File: src/rtl/mem_pkg.sv
// Shared constants and state type for the MEM pipeline stage.
package mem_pkg;

    localparam logic [2:0] MEM_B  = 3'b000;
    localparam logic [2:0] MEM_H  = 3'b001;
    localparam logic [2:0] MEM_W  = 3'b010;
    localparam logic [2:0] MEM_BU = 3'b100;
    localparam logic [2:0] MEM_HU = 3'b101;

    localparam logic [1:0] RES_ALU = 2'b00;
    localparam logic [1:0] RES_MEM = 2'b01;
    localparam logic [1:0] RES_PC4 = 2'b10;

    typedef enum logic {
        IDLE,
        WAIT_RESP
    } state_t;

endpackage

File: src/rtl/memory_stage_if.sv
// Data-cache request/response port seen from the MEM stage (master) and the cache (slave).
interface memory_stage_if #(
    parameter int DATA_WIDTH = 32
);
    logic                  dc_req_valid;
    logic                  dc_req_ready;
    logic                  dc_we;
    logic [DATA_WIDTH-1:0] dc_addr;
    logic [DATA_WIDTH-1:0] dc_wdata;
    logic [3:0]            dc_wstrb;
    logic                  dc_resp_valid;
    logic [DATA_WIDTH-1:0] dc_rdata;

    modport master (
        output dc_req_valid, dc_we, dc_addr, dc_wdata, dc_wstrb,
        input  dc_req_ready, dc_resp_valid, dc_rdata
    );

    modport slave (
        input  dc_req_valid, dc_we, dc_addr, dc_wdata, dc_wstrb,
        output dc_req_ready, dc_resp_valid, dc_rdata
    );
endinterface

File: src/rtl/mem_align.sv
// Combinational byte-lane logic: store replication/strobes, load extract/extend, access legality.
module mem_align
    import mem_pkg::*;
#(
    parameter int DATA_WIDTH     = 32,
    parameter int MEM_CTRL_WIDTH = 3
) (
    input  logic [1:0]                i_off,
    input  logic [MEM_CTRL_WIDTH-1:0] i_ctrl,
    input  logic                      i_store,
    input  logic [DATA_WIDTH-1:0]     i_wdata,
    input  logic [DATA_WIDTH-1:0]     i_rdata,
    output logic [DATA_WIDTH-1:0]     o_wdata,
    output logic [3:0]                o_wstrb,
    output logic [DATA_WIDTH-1:0]     o_ldata,
    output logic                      o_err
);

    logic [7:0]  w_byte;
    logic [15:0] w_half;

    assign w_byte = i_rdata[{i_off, 3'b000} +: 8];
    assign w_half = i_rdata[{i_off[1], 4'b0000} +: 16];

    always_comb begin
        o_wdata = i_wdata;
        o_wstrb = 4'b0000;
        o_ldata = i_rdata;
        o_err   = 1'b0;
        case (i_ctrl)
            MEM_B: begin
                o_wdata = {4{i_wdata[7:0]}};
                o_wstrb = i_store ? (4'b0001 << i_off) : 4'b0000;
                o_ldata = {{(DATA_WIDTH-8){w_byte[7]}}, w_byte};
            end
            MEM_H: begin
                o_wdata = {2{i_wdata[15:0]}};
                o_wstrb = i_store ? (4'b0011 << i_off) : 4'b0000;
                o_ldata = {{(DATA_WIDTH-16){w_half[15]}}, w_half};
                o_err   = i_off[0];
            end
            MEM_W: begin
                o_wstrb = i_store ? 4'b1111 : 4'b0000;
                o_err   = (i_off != 2'b00);
            end
            MEM_BU: begin
                o_ldata = {{(DATA_WIDTH-8){1'b0}}, w_byte};
                o_err   = i_store;
            end
            MEM_HU: begin
                o_ldata = {{(DATA_WIDTH-16){1'b0}}, w_half};
                o_err   = i_store | i_off[0];
            end
            default: o_err = 1'b1;
        endcase
    end

endmodule

File: src/rtl/memory_stage.sv
// MEM pipeline stage: data-cache access FSM, stall generation and the M/W pipeline register.
module memory_stage
    import mem_pkg::*;
#(
    parameter int DATA_WIDTH      = 32,
    parameter int READ_DATA_WIDTH = 5,
    parameter int SRC_WIDTH       = 2,
    parameter int MEM_CTRL_WIDTH  = 3
) (
    input  logic                       clk,
    input  logic                       rst,
    input  logic                       valid_m,
    input  logic [DATA_WIDTH-1:0]      PCPlus4_m,
    input  logic [DATA_WIDTH-1:0]      ALUResult_m,
    input  logic [DATA_WIDTH-1:0]      WriteData_m,
    input  logic [READ_DATA_WIDTH-1:0] Rd_m,
    input  logic                       RegWrite_m,
    input  logic [SRC_WIDTH-1:0]       ResultSrc_m,
    input  logic                       MemWrite_m,
    input  logic [MEM_CTRL_WIDTH-1:0]  MemCtrl_m,
    output logic                       stall_m,
    memory_stage_if.master             dc,
    output logic                       valid_w,
    output logic [DATA_WIDTH-1:0]      Result_w,
    output logic [READ_DATA_WIDTH-1:0] Rd_w,
    output logic                       RegWrite_w,
    output logic                       mem_err_w
);

    state_t                      r_state;
    logic                        r_valid_w;
    logic [DATA_WIDTH-1:0]       r_result_w;
    logic [READ_DATA_WIDTH-1:0]  r_rd_w;
    logic                        r_regwrite_w;
    logic                        r_mem_err_w;

    logic                        w_mem_op;
    logic                        w_align_err;
    logic                        w_err;
    logic                        w_legal;
    logic                        w_mem_done;
    logic                        w_complete;
    logic [DATA_WIDTH-1:0]       w_st_wdata;
    logic [3:0]                  w_st_wstrb;
    logic [DATA_WIDTH-1:0]       w_ld_data;
    logic [DATA_WIDTH-1:0]       w_result;

    mem_align #(
        .DATA_WIDTH    (DATA_WIDTH),
        .MEM_CTRL_WIDTH(MEM_CTRL_WIDTH)
    ) u_align (
        .i_off  (ALUResult_m[1:0]),
        .i_ctrl (MemCtrl_m),
        .i_store(MemWrite_m),
        .i_wdata(WriteData_m),
        .i_rdata(dc.dc_rdata),
        .o_wdata(w_st_wdata),
        .o_wstrb(w_st_wstrb),
        .o_ldata(w_ld_data),
        .o_err  (w_align_err)
    );

    assign w_mem_op = valid_m & (MemWrite_m | (ResultSrc_m == RES_MEM));
    assign w_err    = w_mem_op & w_align_err;
    assign w_legal  = w_mem_op & ~w_align_err;

    // Stores finish on acceptance; loads finish when the response returns.
    assign w_mem_done = (r_state == IDLE) ? (MemWrite_m & dc.dc_req_ready)
                                          : dc.dc_resp_valid;
    assign w_complete = w_mem_op ? (w_legal & w_mem_done) : valid_m;
    assign stall_m    = w_legal & ~w_mem_done;

    assign dc.dc_req_valid = (r_state == IDLE) & w_legal;
    assign dc.dc_we        = MemWrite_m;
    assign dc.dc_addr      = {ALUResult_m[DATA_WIDTH-1:2], 2'b00};
    assign dc.dc_wdata     = w_st_wdata;
    assign dc.dc_wstrb     = w_st_wstrb;

    always_comb begin
        case (ResultSrc_m)
            RES_MEM: w_result = w_ld_data;
            RES_PC4: w_result = PCPlus4_m;
            default: w_result = ALUResult_m;
        endcase
    end

    always_ff @(posedge clk) begin
        if (rst) begin
            r_state      <= IDLE;
            r_valid_w    <= 1'b0;
            r_result_w   <= '0;
            r_rd_w       <= '0;
            r_regwrite_w <= 1'b0;
            r_mem_err_w  <= 1'b0;
        end else begin
            case (r_state)
                IDLE:      if (w_legal & ~MemWrite_m & dc.dc_req_ready) r_state <= WAIT_RESP;
                WAIT_RESP: if (dc.dc_resp_valid) r_state <= IDLE;
                default:   r_state <= IDLE;
            endcase
            r_mem_err_w <= w_err;
            // Bubbles keep the last data fields; only the qualifiers drop.
            if (w_complete) begin
                r_valid_w    <= 1'b1;
                r_result_w   <= w_result;
                r_rd_w       <= Rd_m;
                r_regwrite_w <= RegWrite_m;
            end else begin
                r_valid_w    <= 1'b0;
                r_regwrite_w <= 1'b0;
            end
        end
    end

    assign valid_w    = r_valid_w;
    assign Result_w   = r_result_w;
    assign Rd_w       = r_rd_w;
    assign RegWrite_w = r_regwrite_w;
    assign mem_err_w  = r_mem_err_w;

endmodule

File: src/flat_wrapper.sv
// flat-port wrapper written by rule: the top's interface ports become plain ports
module memory_stage_flat import mem_pkg::*;
#(
    parameter int DATA_WIDTH      = 32,
    parameter int READ_DATA_WIDTH = 5,
    parameter int SRC_WIDTH       = 2,
    parameter int MEM_CTRL_WIDTH  = 3
)
  (clk, rst, valid_m, PCPlus4_m, ALUResult_m, WriteData_m, Rd_m, RegWrite_m, ResultSrc_m, MemWrite_m, MemCtrl_m, stall_m, valid_w, Result_w, Rd_w, RegWrite_w, mem_err_w, dc_dc_req_valid, dc_dc_we, dc_dc_addr, dc_dc_wdata, dc_dc_wstrb, dc_dc_req_ready, dc_dc_resp_valid, dc_dc_rdata);
  memory_stage_if #(.DATA_WIDTH(DATA_WIDTH)) dc_i ();
  input  logic clk;
  input  logic rst;
  input  logic valid_m;
  input  logic [DATA_WIDTH-1:0] PCPlus4_m;
  input  logic [DATA_WIDTH-1:0] ALUResult_m;
  input  logic [DATA_WIDTH-1:0] WriteData_m;
  input  logic [READ_DATA_WIDTH-1:0] Rd_m;
  input  logic RegWrite_m;
  input  logic [SRC_WIDTH-1:0] ResultSrc_m;
  input  logic MemWrite_m;
  input  logic [MEM_CTRL_WIDTH-1:0] MemCtrl_m;
  output logic stall_m;
  output logic valid_w;
  output logic [DATA_WIDTH-1:0] Result_w;
  output logic [READ_DATA_WIDTH-1:0] Rd_w;
  output logic RegWrite_w;
  output logic mem_err_w;
  output wire logic [$bits(dc_i.dc_req_valid)-1:0] dc_dc_req_valid;
  output wire logic [$bits(dc_i.dc_we)-1:0] dc_dc_we;
  output wire logic [$bits(dc_i.dc_addr)-1:0] dc_dc_addr;
  output wire logic [$bits(dc_i.dc_wdata)-1:0] dc_dc_wdata;
  output wire logic [$bits(dc_i.dc_wstrb)-1:0] dc_dc_wstrb;
  input wire logic [$bits(dc_i.dc_req_ready)-1:0] dc_dc_req_ready;
  input wire logic [$bits(dc_i.dc_resp_valid)-1:0] dc_dc_resp_valid;
  input wire logic [$bits(dc_i.dc_rdata)-1:0] dc_dc_rdata;
  assign dc_dc_req_valid = dc_i.dc_req_valid;
  assign dc_dc_we = dc_i.dc_we;
  assign dc_dc_addr = dc_i.dc_addr;
  assign dc_dc_wdata = dc_i.dc_wdata;
  assign dc_dc_wstrb = dc_i.dc_wstrb;
  assign dc_i.dc_req_ready = dc_dc_req_ready;
  assign dc_i.dc_resp_valid = dc_dc_resp_valid;
  assign dc_i.dc_rdata = dc_dc_rdata;
  memory_stage #(.DATA_WIDTH(DATA_WIDTH), .READ_DATA_WIDTH(READ_DATA_WIDTH), .SRC_WIDTH(SRC_WIDTH), .MEM_CTRL_WIDTH(MEM_CTRL_WIDTH)) u_core (.clk(clk), .rst(rst), .valid_m(valid_m), .PCPlus4_m(PCPlus4_m), .ALUResult_m(ALUResult_m), .WriteData_m(WriteData_m), .Rd_m(Rd_m), .RegWrite_m(RegWrite_m), .ResultSrc_m(ResultSrc_m), .MemWrite_m(MemWrite_m), .MemCtrl_m(MemCtrl_m), .stall_m(stall_m), .dc(dc_i), .valid_w(valid_w), .Result_w(Result_w), .Rd_w(Rd_w), .RegWrite_w(RegWrite_w), .mem_err_w(mem_err_w));
endmodule
File: config.mk
export PLATFORM = sky130hd
export DESIGN_NAME = memory_stage_flat
export DESIGN_NICKNAME = d
export VERILOG_FILES = /design/src/rtl/mem_pkg.sv /design/src/rtl/memory_stage_if.sv /design/src/rtl/mem_align.sv /design/src/rtl/memory_stage.sv /design/src/flat_wrapper.sv
export SDC_FILE = /design/constraint.sdc
export NUM_CORES = 1
export LEC_CHECK = 0
export BUFFER_PORTS_ARGS = -buffer_cell sky130_fd_sc_hd__buf_4
export CAP_MARGIN = 20
export CORE_MARGIN = 2
export CORE_UTILIZATION = 35
export DETAILED_ROUTE_END_ITERATION = 8
export PLACE_DENSITY = 0.69
export SLEW_MARGIN = 10
export SYNTH_ARGS = -nofsm -noshare
export SYNTH_HDL_FRONTEND = slang
export SYNTH_SLANG_ARGS = --single-unit
File: constraint.sdc
create_clock -name clk -period 1.7 [get_ports clk]
set_input_delay 0.17 -clock clk [delete_from_list [all_inputs] [get_ports clk]]
set_output_delay 0.17 -clock clk [all_outputs]
set_load 0.05 [all_outputs]
# == After elaboration in Yosys (flattened, before gate mapping) ==
# Cells that the tools add are included.
# W data, S select, Z words.
# totals
regBits,41
latchBits,0
mem_bits_rw,0
mem_bits_ro,0
input_bits,145
out_inout_bits,111
word_cells,49
memories,0
# classes
addsub,0
mul,0
n_div,0
n_lt_le_gt_ge,0
n_eq_ne,6
shift,4
muxes,14
bitwise_logic,16
n_reduce_logical,3
# ops
cell,n
$pmux W32 S2,2
$pmux W32 S4,1
$shiftx A32 B6 Y16,1
$shiftx A32 B6 Y8,1
$mux W4,3
$pmux W4 S3,1
$and A1 B1 Y1,9
$eq A3 B3 Y1 const B,2
$mux W1,5
$not A1 Y1,5
$pmux W1 S5,1
$shl A1 B2 Y4 const A,1
$shl A2 B2 Y4 const A,1
$eq A3 B1 Y1 const B,1
$eq A3 B2 Y1 const B,1
$logic_not A3 Y1,1
$eq A2 B1 Y1 const B,1
$eq A2 B2 Y1 const B,1
$or A1 B1 Y1,2
$pmux W1 S2,1
$reduce_bool A2 Y1,1
$reduce_or A2 Y1,1

# == Longest topological paths before layout ==
# Gate-level depths: netlist of run 1.
# logic_depth
word_depth,8
mapped_depth,10
mapped_depth_nobuf,6

# == Cells and area by module ==
# From an unflattened synthesis of run 1, not the netlist that was laid out.
# unflattened
hier_cells,469
area_unflattened_um2,4093.9
# modules_own_cells
module,instances,cells_per_inst,area_per_inst_um2,seq_area_each_um2
memory_stage,1,273,2716.4,820.8
mem_align,1,196,1377.6,0.0

# == Worst setup path after synthesis of run 1 ==
# OpenSTA, ideal clock, no wires.
# synth_path
path_type,input to output
from,in ALUResult_m[1]
to,out stall_m
t_arrival_ps,2153
required_time_ps,1530
path_slack_ps,-623
cell_stages,9
n_path_buf,3
cell_sequence,buf_2 buf_4 buf_2 inv_1 ha_1 nand2b_1 a211oi_1 nand3b_1 nor2_1
# synth_via
elab_chain_len,5
# synth_rtl
item,line_no,text
"start, declared",flat_wrapper.sv:15,input logic [DATA_WIDTH-1:0] ALUResult_m;
$reduce_bool A2 Y1,mem_align.sv:44,o_err = (i_off != 2'b00);
$pmux W1 S5,mem_align.sv:30,case (i_ctrl)
$not A1 Y1,memory_stage.sv:65,assign w_legal = w_mem_op & ~w_align_err;
$and A1 B1 Y1,memory_stage.sv:65,
$and A1 B1 Y1,memory_stage.sv:71,assign stall_m = w_legal & ~w_mem_done;
"end, declared",flat_wrapper.sv:22,output logic stall_m;
# Every way passes these cells.

# == Final worst setup path of run 1 ==
# layout_path
from,in ALUResult_m[0]
to,out dc_dc_req_valid
# layout_via
elab_chain_len,5
word_cells_on_any_way,6
classes_between,mux (1); bitwise (4); reduce/logical (1)
# layout_rtl
item,line_no,text
$or A1 B1 Y1 / $reduce_bool A2 Y1 (equally long branches),"mem_align.sv:52, mem_align.sv:44",
$pmux W1 S5 *,mem_align.sv:30,
$not A1 Y1 *,memory_stage.sv:65,
$and A1 B1 Y1 *,memory_stage.sv:65,
$and A1 B1 Y1 *,memory_stage.sv:73,assign dc.dc_req_valid = (r_state == IDLE) & w_legal;
"end, declared",flat_wrapper.sv:28,output wire logic [$bits(dc_i.dc_req_valid)-1:0] dc_dc_req_valid;
# Mark *: on every way between the ends. The rest lies on a longest branch, timed or not.

==> results.json, run 1 <==
{
  "setup.worst_path.start": "ALUResult_m[0]",
  "critPathArrivalTime_ps": 1480,
  "clk_pin_slew_ps": 80,
  "worst-path-stages": 7,
  "rsz0062_at_grt": "no",
  "gr-total-overflow": 0,
  "layout-drive-gt1-share": 0.466,
  "peakVddDrop_mv": 0.509,
  "crit_path_frequent_cell": "buf_4",
  "worst_pin_slew_ps": 696,
  "post-cts-setup-buffer-count": 0,
  "finalMaxSlewViolations": 0,
  "io_pins": 256,
  "syn_area_um2": 3890,
  "finalSetupViolCount": 0,
  "drtIter0Drc": 349,
  "antenna_cells": 0,
  "numCtsBuffers": 5,
  "ant_nets": 0,
  "slew_headroom": 0.536,
  "holdCritPathClass": "in -> reg",
  "cts_buffer_depth": 2,
  "clock-sinks": 41,
  "fmax_mhz": 606,
  "via_per_inst": 5.41,
  "reg2reg_depth": 5,
  "port_buffers": 253,
  "p_leak_nw": 2.80,
  "syn_area_per_cell_um2": 7.67,
  "synth.area.top_cells": "dfxtp_1 (21%), mux2i_1 (8.5%), buf_4 (8.1%)",
  "crit_family": "simple AND/OR/NAND/NOR gates",
  "synth.distinct_cells": 48,
  "setup.worst_path.end_class": "primary output",
  "syn_inst": 508,
  "die_area_um2": 12000,
  "synth-seq-cells": 41,
  "design_area_um2": 6030,
  "rows": 38,
  "grt_pass1_vias": 4345,
  "final_util": 0.556,
  "crit_buf_inv": 3,
  "crit_type": "in -> out",
  "power_mw": 3.68,
  "yosysSeqAreaShare": 0.211,
  "synthArstFlopShare": 0,
  "die_h_um": 109,
  "dpl-instance-area_um2": 5910,
  "outcome": "complete, no violations",
  "hpwl_mm": 12.6,
  "critPathMaxStageDelay_ps": 280,
  "route.detailed.drc": 0,
  "yosys_warnings": 0,
  "finClkSkew_ps": 7.72,
  "slowest_stage": "a211oi_4",
  "synth-edff-count": 0,
  "stdcell_count": 856,
  "grt_pass1_wl_mm": 23.1,
  "power_density_nw_per_um2": 611,
  "finalWeightedCongestion": 0.886,
  "synthFlopType": "dfxtp_1",
  "pre_cts_ws_ps": -168,
  "clock_latency_ps": 300,
  "first_pass_iters": 5,
  "required_ps": 1530,
  "finalHoldViolations": 0,
  "path_cells": "buf_4, buf_4, and2_2, a211oi_4, nand3b_1, nor2_4, buf_6",
  "reg2reg_from": "u_core.r_state",
  "yosysTopAreaCellShare": 0.211,
  "fin_setup_tns_ps": 0,
  "core_um2": 10800,
  "initial_utilization": 0.359,
  "period_share": 0.971,
  "synth_largest_area_cell": "dfxtp_1",
  "routedWlPerCell_um": 18.4,
  "r2r-end": "u_core.Result_w[13]",
  "fin_nets": 866,
  "global_route.usage.total": 0.248,
  "via_count": 4627,
  "die_x_um": 109,
  "grt_max_degree": 67,
  "start_kind": "input pin",
  "htreeDepth": 2,
  "fin_crit_ps": 1650,
  "crit_fanout": 4,
  "worst_hold_slack_ps": 130,
  "ctsRootBufferMaster": "clkbuf_8",
  "maxCapViolCount": 0,
  "cp-endpoint": "dc_dc_req_valid",
  "wirelength_mm": 15.7,
  "cts_tree": "built",
  "r2r_slack_ps": 90,
  "syn_to_final_growth_pct": 54.7,
  "setup_slack_ps": 49.4,
  "antenna_found_initial": 0,
  "dp.cells": 848
}
[how the worst min path moves through the flow]
stage               cells past startpoint        endpoint  startpoint
finish                                  3  u_core.Rd_w[4]     Rd_m[4]
global route                            3  u_core.Rd_w[4]     Rd_m[4]
CTS                                     3  u_core.Rd_w[4]     Rd_m[4]
detailed placement                      3  u_core.Rd_w[4]     Rd_m[4]
global placement                        3  u_core.Rd_w[1]     Rd_m[1]
floorplan                               2  u_core.Rd_w[0]     Rd_m[0]
[registers in the layout, indices dropped and copies added, names as in the netlist]
signal             cells
u_core.valid_w         1
u_core.r_state         1
u_core.Rd_w            5
u_core.RegWrite_w      1
u_core.Result_w       32
u_core.mem_err_w       1
[worst reg2reg max path: stages (launching register included)]
cell      delay [ps]
dfxtp_1          320
nand3b_1         230
a221o_1          410
buf_12           180
a211o_1          240
o32ai_1          130
[synthesized netlist by cell type, drive strengths merged, types with 2 or more instances]
library cell,instances
a2111o,7
dfxtp,41
nand3,22
a32oi,7
nor3b,4
buf,59
a221oi,8
mux2,16
a221o,2
nor3,2
o21ai,16
a211o,7
and3,7
clkbuf,31
nor2b,9
nand2b,2
nor2,30
mux2i,33
inv,50
nand2,12
and2,3
a22o,16
o32ai,24
a211oi,25
ha,6
a21oi,51
nand3b,2
[final cells by class]
class | count | area [um2]
Tap cell | 140 | 175
Timing Repair Buffer | 289 | 2270
Fill cell | 1052 | 4810
Multi-Input combinational cell | 327 | 2470
Sequential cell | 41 | 821
Clock inverter | 2 | 13.8
Clock buffer | 6 | 82.6
Inverter | 51 | 194
[timing repair]
action	CTS	global route
pin swaps	1	3
endpoints found under the setup margin	1	18
hold buffers	0	0
gates resized for setup	1	2
[power breakdown]
group	internal (mW)	total (mW)	switching (mW)
Combinational	0.762	1.94	1.18
Sequential	1.01	1.04	0.0299
Clock	0.330	0.706	0.376
[per-layer routing]
layer / global-route usage / wire length (um) / part of all wire / up-vias
met4: 0.0696 / 323 / 0.021 / 0
met1: 0.324 / 6490 / 0.41 / 2150
met5: 0 / 0 / 0 / -
met3: 0.0468 / 1330 / 0.084 / 26
li1: - / - / - / 2235
met2: 0.417 / 7610 / 0.48 / 216
[cells in the final DEF (no fill, tap or decap), types with 2 or more instances in the layout]
| cell type | Yosys | final |
|---|---|---|
| nor2_1 | 30 | 24 |
| mux2i_1 | 33 | 33 |
| inv_1 | 50 | 49 |
| conb_1 | 1 | 2 |
| dfxtp_1 | 41 | 41 |
| a211o_1 | 7 | 7 |
| nand3_1 | 22 | 22 |
| and3_1 | 7 | 7 |
| o32ai_1 | 24 | 24 |
| nor2_2 | 0 | 4 |
| nand3b_1 | 2 | 2 |
| nor2_4 | 0 | 2 |
| a21oi_1 | 51 | 49 |
| a21oi_2 | 0 | 2 |
| a221o_1 | 2 | 2 |
| buf_12 | 0 | 8 |
| and2_1 | 2 | 2 |
| nor2b_1 | 9 | 9 |
| a221oi_1 | 8 | 7 |
| a211oi_1 | 25 | 24 |
| ha_1 | 6 | 4 |
| clkbuf_8 | 0 | 6 |
| buf_4 | 42 | 280 |
| a32oi_1 | 7 | 7 |
| mux2_2 | 16 | 16 |
| o21ai_0 | 16 | 16 |
| nor3b_1 | 4 | 4 |
| a2111o_1 | 7 | 7 |
| a22o_1 | 16 | 16 |
| nand2_1 | 12 | 12 |
[logic make-up (layout without fill, tap and decap cells)]
family / after synthesis / count (layout) / synth area share
AO/OA/AOI/OAI: 173 / 173 / 0.326
adder cells (fa/ha/maj): 6 / 6 / 0.0193
buffers and inverters: 141 / 348 / 0.182
flip-flops: 41 / 41 / 0.211
multiplexers: 50 / 50 / 0.137
other: 1 / 2 / 0.000963
AND/OR/NAND/NOR: 96 / 96 / 0.124
Note: power is estimated with default switching activity, not from simulation.
==> run 2, diff against run 1 <==
--- a/config.mk
+++ b/config.mk
@@ -7,6 +7,7 @@
 export LEC_CHECK = 0
 export BUFFER_PORTS_ARGS = -buffer_cell sky130_fd_sc_hd__buf_4
 export CAP_MARGIN = 20
+export CORE_ASPECT_RATIO = 0.7
 export CORE_MARGIN = 2
 export CORE_UTILIZATION = 35
 export DETAILED_ROUTE_END_ITERATION = 8
==> run 2 against run 1 <==
Fmax up 1.1%. Die area up 0.11%. Clock-buffer cell count unchanged. Wire length up 5.7%.
==> results.json, run 2 (synthesized netlist as in run 1, its figures left out) <==
{
  "finalWeightedCongestion": 0.931,
  "multiInputGateArea_um2": 2470,
  "cts_tree": "built",
  "ctsRootBufferMaster": "clkbuf_16",
  "crit_family": "compound AO/OA/AOI/OAI gates",
  "fin_nets": 876,
  "worst_pin_slew_ps": 704,
  "routedWlPerCell_um": 18.9,
  "setup.worst_path.end_class": "flop",
  "slowest_stage": "a221o_1",
  "p_int_mw": 2.38,
  "critPathMaxStageDelay_ps": 400,
  "p_sw_frac": 0.408,
  "grt_pass1_vias": 4618,
  "largest_register_ff_count": 32,
  "drtIter0Drc": 376,
  "dp.cells": 870,
  "mostFrequentLayoutCells": "buf_4 (288), inv_1 (49), a21oi_1 (49)",
  "power_density_nw_per_um2": 649,
  "io_pins": 256,
  "antenna_found_initial": 0,
  "gr-total-overflow": 0,
  "htreeDepth": 2,
  "die_area_um2": 12000,
  "finalHoldViolations": 0,
  "crit_type": "reg -> reg",
  "power_frac_seq": 0.259,
  "pwr-share-clk": 0.247,
  "finalSetupViolCount": 0,
  "numCtsBuffers": 5,
  "crit_buf_inv": 1,
  "route.detailed.drc": 0,
  "crit_fanout": 29,
  "clock_latency_ps": 280,
  "worst_hold_slack_ps": 151,
  "initial_utilization": 0.356,
  "layout-drive-gt1-share": 0.472,
  "ant_nets": 0,
  "syn_to_final_growth_pct": 58.7,
  "finalMaxSlewViolations": 0,
  "rows": 32,
  "grt_pass1_wl_mm": 25.0,
  "required_ps": 1840,
  "critPathArrivalTime_ps": 1770,
  "wirelength_mm": 16.6,
  "port_buffers": 253,
  "power_frac_comb": 0.493,
  "regArea_um2": 821,
  "switchingPower_mw": 1.64,
  "rsz0062_at_grt": "yes",
  "hpwl_mm": 13.4,
  "die_x_um": 130,
  "cts_buffer_depth": 2,
  "antenna_cells": 0,
  "maxCapViolCount": 0,
  "outcome": "complete, no violations",
  "cts_hold_buf": 0,
  "start_kind": "flop",
  "clock-sinks": 41,
  "finClkSkew_ps": 5.74,
  "power_mw": 4.01,
  "fin_crit_ps": 1630,
  "p_leak_nw": 2.89,
  "path_cells": "nand3b_1, a221o_1, nor2_2, buf_12, o32ai_1",
  "core_um2": 10900,
  "stdcell_count": 879,
  "holdCritPathClass": "in -> reg",
  "die_h_um": 92.3,
  "via_count": 4783,
  "layout_commonest_cell": "buf_4",
  "first_pass_iters": 5,
  "peakVddDrop_mv": 0.350,
  "global_route.usage.total": 0.266,
  "grt_max_degree": 67,
  "fillers": 1057,
  "clk_pin_slew_ps": 70,
  "slew_headroom": 0.531,
  "period_share": 0.961,
  "fmax_mhz": 612,
  "via_per_inst": 5.44
}
run 2: changes by cell type in the layout (fill, tap and decap cells not counted), moves of 2 or more:
| cell | change |
|---|---|
| clkbuf_8 | -5 |
| buf_6 | +2 |
| buf_4 | +8 |
| clkbuf_16 | +5 |
run 2: tightest hold or removal path: stages:
cell	delay, ps
buf_4	110
nand3_1	50
a21oi_1	50
run 2: metrics by stage:
step	TNS (ps)	setup slack (ps)	instance area [um2]	util
after floorplan	-1870	-264	3980	-
after global placement	-3140	-99.5	5990	0.548
after detailed placement	-4370	-144	5990	0.548
after CTS	0	10.0	6150	0.562
after global routing	-65.1	-14.2	6180	0.565
final	0	67.0	6180	0.565
run 2: what timing repair did:
item,in CTS,in global routing
endpoints found under the setup margin,0,35
setup buffers,0,1
resized for setup,0,6
run 2: per-layer routing:
layer,part of all wire,vias up,track usage,routed length [um]
met3,0.094,18,0.0490,1560
met1,0.43,2261,0.373,7110
li1,-,2252,-,-
met5,0,-,0,0
met4,0.012,0,0.0448,206
met2,0.47,252,0.431,7770
run 2: area by class of cell:
type,instances,area share
multi-input cells,327,0.399
inverters,51,0.0314
flip-flops and latches,41,0.133
well taps,153,0.0310
clock inverters,2,0.00223
repair buffers,299,0.381
clock buffers,6,0.0225
run 2: worst paths after layout:
kind	to	start	depth (start not counted)	slack [ps]
worst max-delay path	u_core.Result_w[23]	u_core.r_state	5	70
worst min-delay path	u_core.Rd_w[0]	Rd_m[0]	3	150
worst max register to register	u_core.Result_w[23]	u_core.r_state	5	70
worst min register to register	u_core.Result_w[25]	u_core.Result_w[25]	2	480
run 2: power by group through the flow:
stage                     clock [mW]  sequential (mW)  combinational, mW
final                          0.992             1.04               1.98
after global routing            1.04             1.04               2.09
after CTS                       1.00             1.04               1.96
after detailed placement           0             1.06               1.95
after global placement             0             1.06               1.92
after floorplan                    0             1.23               1.04
==> run 3, diff against run 2 <==
--- a/config.mk
+++ b/config.mk
@@ -9,9 +9,9 @@
 export CAP_MARGIN = 20
 export CORE_ASPECT_RATIO = 0.7
 export CORE_MARGIN = 2
-export CORE_UTILIZATION = 35
+export CORE_UTILIZATION = 39
 export DETAILED_ROUTE_END_ITERATION = 8
-export PLACE_DENSITY = 0.69
+export PLACE_DENSITY = 0.76
 export SLEW_MARGIN = 10
 export SYNTH_ARGS = -nofsm -noshare
 export SYNTH_HDL_FRONTEND = slang
==> run 3 against run 2 <==
Setup slack improved by 13 ps. Non-clock buffer count down 10. Via count shrank 0.84%. Hold slack better by 12 ps. Clock power up 15%. Global-route usage increased by 1.5 points. Largest cell class unchanged.
==> results.json, run 3 (synthesized netlist as in run 1, its figures left out) <==
{
  "crit_type": "reg -> reg",
  "cts_hold_buf": 0,
  "layout_commonest_cell": "buf_4",
  "grt_max_degree": 67,
  "cts_tree": "built",
  "initial_utilization": 0.401,
  "finClkSkew_ps": 4.06,
  "clock_latency_ps": 280,
  "power_density_nw_per_um2": 675,
  "route.detailed.drc": 0,
  "die_x_um": 123,
  "holdPathEnd": "u_core.Rd_w[3]",
  "post-cts-setup-buffer-count": 0,
  "critPathArrivalTime_ps": 1810,
  "syn_to_final_growth_pct": 56.8,
  "mostFrequentLayoutCells": "buf_4 (278), inv_1 (49), a21oi_1 (49)",
  "core_um2": 9720,
  "grt_pass1_wl_mm": 23.6,
  "reg2reg_from": "u_core.r_state",
  "period_share": 0.953,
  "peakVddDrop_mv": 0.539,
  "rows": 30,
  "first_pass_iters": 5,
  "cts_buffer_depth": 2,
  "via_per_inst": 5.62,
  "outcome": "complete, no violations",
  "wirelength_mm": 15.8,
  "htreeDepth": 2,
  "io_pins": 256,
  "largest_register_ff_count": 32,
  "reg2reg_depth": 5,
  "required_ps": 1890,
  "clk_pin_slew_ps": 60,
  "r2r-end": "u_core.Result_w[14]",
  "setup.worst_path.start": "u_core.r_state",
  "drtIter0Drc": 356,
  "setup_slack_ps": 79.9,
  "clock-sinks": 41,
  "pre_cts_ws_ps": -171,
  "crit_fanout": 13,
  "worst_pin_slew_ps": 689,
  "die_area_um2": 10800,
  "finalSetupViolCount": 0,
  "ant_nets": 0,
  "via_count": 4743,
  "rsz0062_at_grt": "no",
  "die_h_um": 87.6,
  "holdCritPathClass": "in -> reg",
  "power_mw": 4.12,
  "antenna_cells": 0,
  "hold_depth": 3,
  "port_buffers": 253,
  "finalHoldViolations": 0,
  "numCtsBuffers": 5,
  "r2r_slack_ps": 80,
  "global_route.usage.total": 0.281,
  "finalWeightedCongestion": 0.926,
  "layout-drive-gt1-share": 0.466,
  "hpwl_mm": 12.5,
  "maxCapViolCount": 0,
  "grt_pass1_vias": 4407,
  "worstHoldStart": "Rd_m[3]",
  "p_leak_nw": 2.84,
  "routedWlPerCell_um": 18.7,
  "ctsRootBufferMaster": "clkbuf_16",
  "fin_nets": 866,
  "setup.worst_path.end_class": "flop",
  "start_kind": "flop",
  "finalMaxSlewViolations": 0,
  "fin_crit_ps": 1620,
  "fmax_mhz": 617,
  "slew_headroom": 0.541,
  "gr-total-overflow": 0,
  "stdcell_count": 844,
  "dp.cells": 836,
  "antenna_found_initial": 0
}
-- run 3: report_power, final --
part           internal [mW]  leakage, nW  switching, mW
logic                  0.764         2.43           1.18
clock network          0.735       0.0841          0.402
registers               1.01        0.333         0.0284
-- run 3: how the worst max path moves through the flow --
| stage | end | slack, ps | cells after the start |
|---|---|---|---|
| 2_1_floorplan | dc_dc_wdata[25] | -260 | 5 |
| 3_3_place_gp | u_core.Result_w[26] | -90 | 8 |
| 3_5_place_dp | u_core.Result_w[14] | -170 | 7 |
| 4_1_cts | dc_dc_req_valid | 20 | 7 |
| 5_1_grt | u_core.Result_w[14] | 4 | 5 |
| 6_report | u_core.Result_w[14] | 80 | 5 |
-- run 3: metal layers --
metal / routed length, um / track usage
met1: 6700 / 0.373
met4: 259 / 0.0558
met5: 0 / 0
met3: 1490 / 0.0775
met2: 7320 / 0.461
-- run 3: what timing repair did --
action                                  4_1_cts  5_1_grt
gates resized for setup                       0        7
endpoints found under the setup margin        0       14
endpoints found under the hold margin         0        0
-- run 3: cell type report --
type / count / area, um2
fillers: 872 / 3610
well taps: 128 / 160
clock inverters: 1 / 30.0
clock buffers: 7 / 143
flip-flops and latches: 41 / 821
inverters: 51 / 194
repair buffers: 289 / 2280
multi-input cells: 327 / 2480
-- run 3: through the flow --
stage | TNS (ps) | area, um2 | util | hold slack, ps
detailed placement | -3660 | 5900 | 0.606 | 454
finish | 0 | 6110 | 0.628 | 164
floorplan | -1870 | 3980 | - | 318
CTS | 0 | 6070 | 0.624 | 158
global route | 0 | 6110 | 0.628 | 159
global placement | -2180 | 5900 | 0.606 | 443
-- run 3: critical path, cell delays in order (launching register included) --
cell,delay [ps]
dfxtp_1,310
nand3b_1,280
a221o_1,400
buf_6,160
a211o_1,250
o32ai_2,130
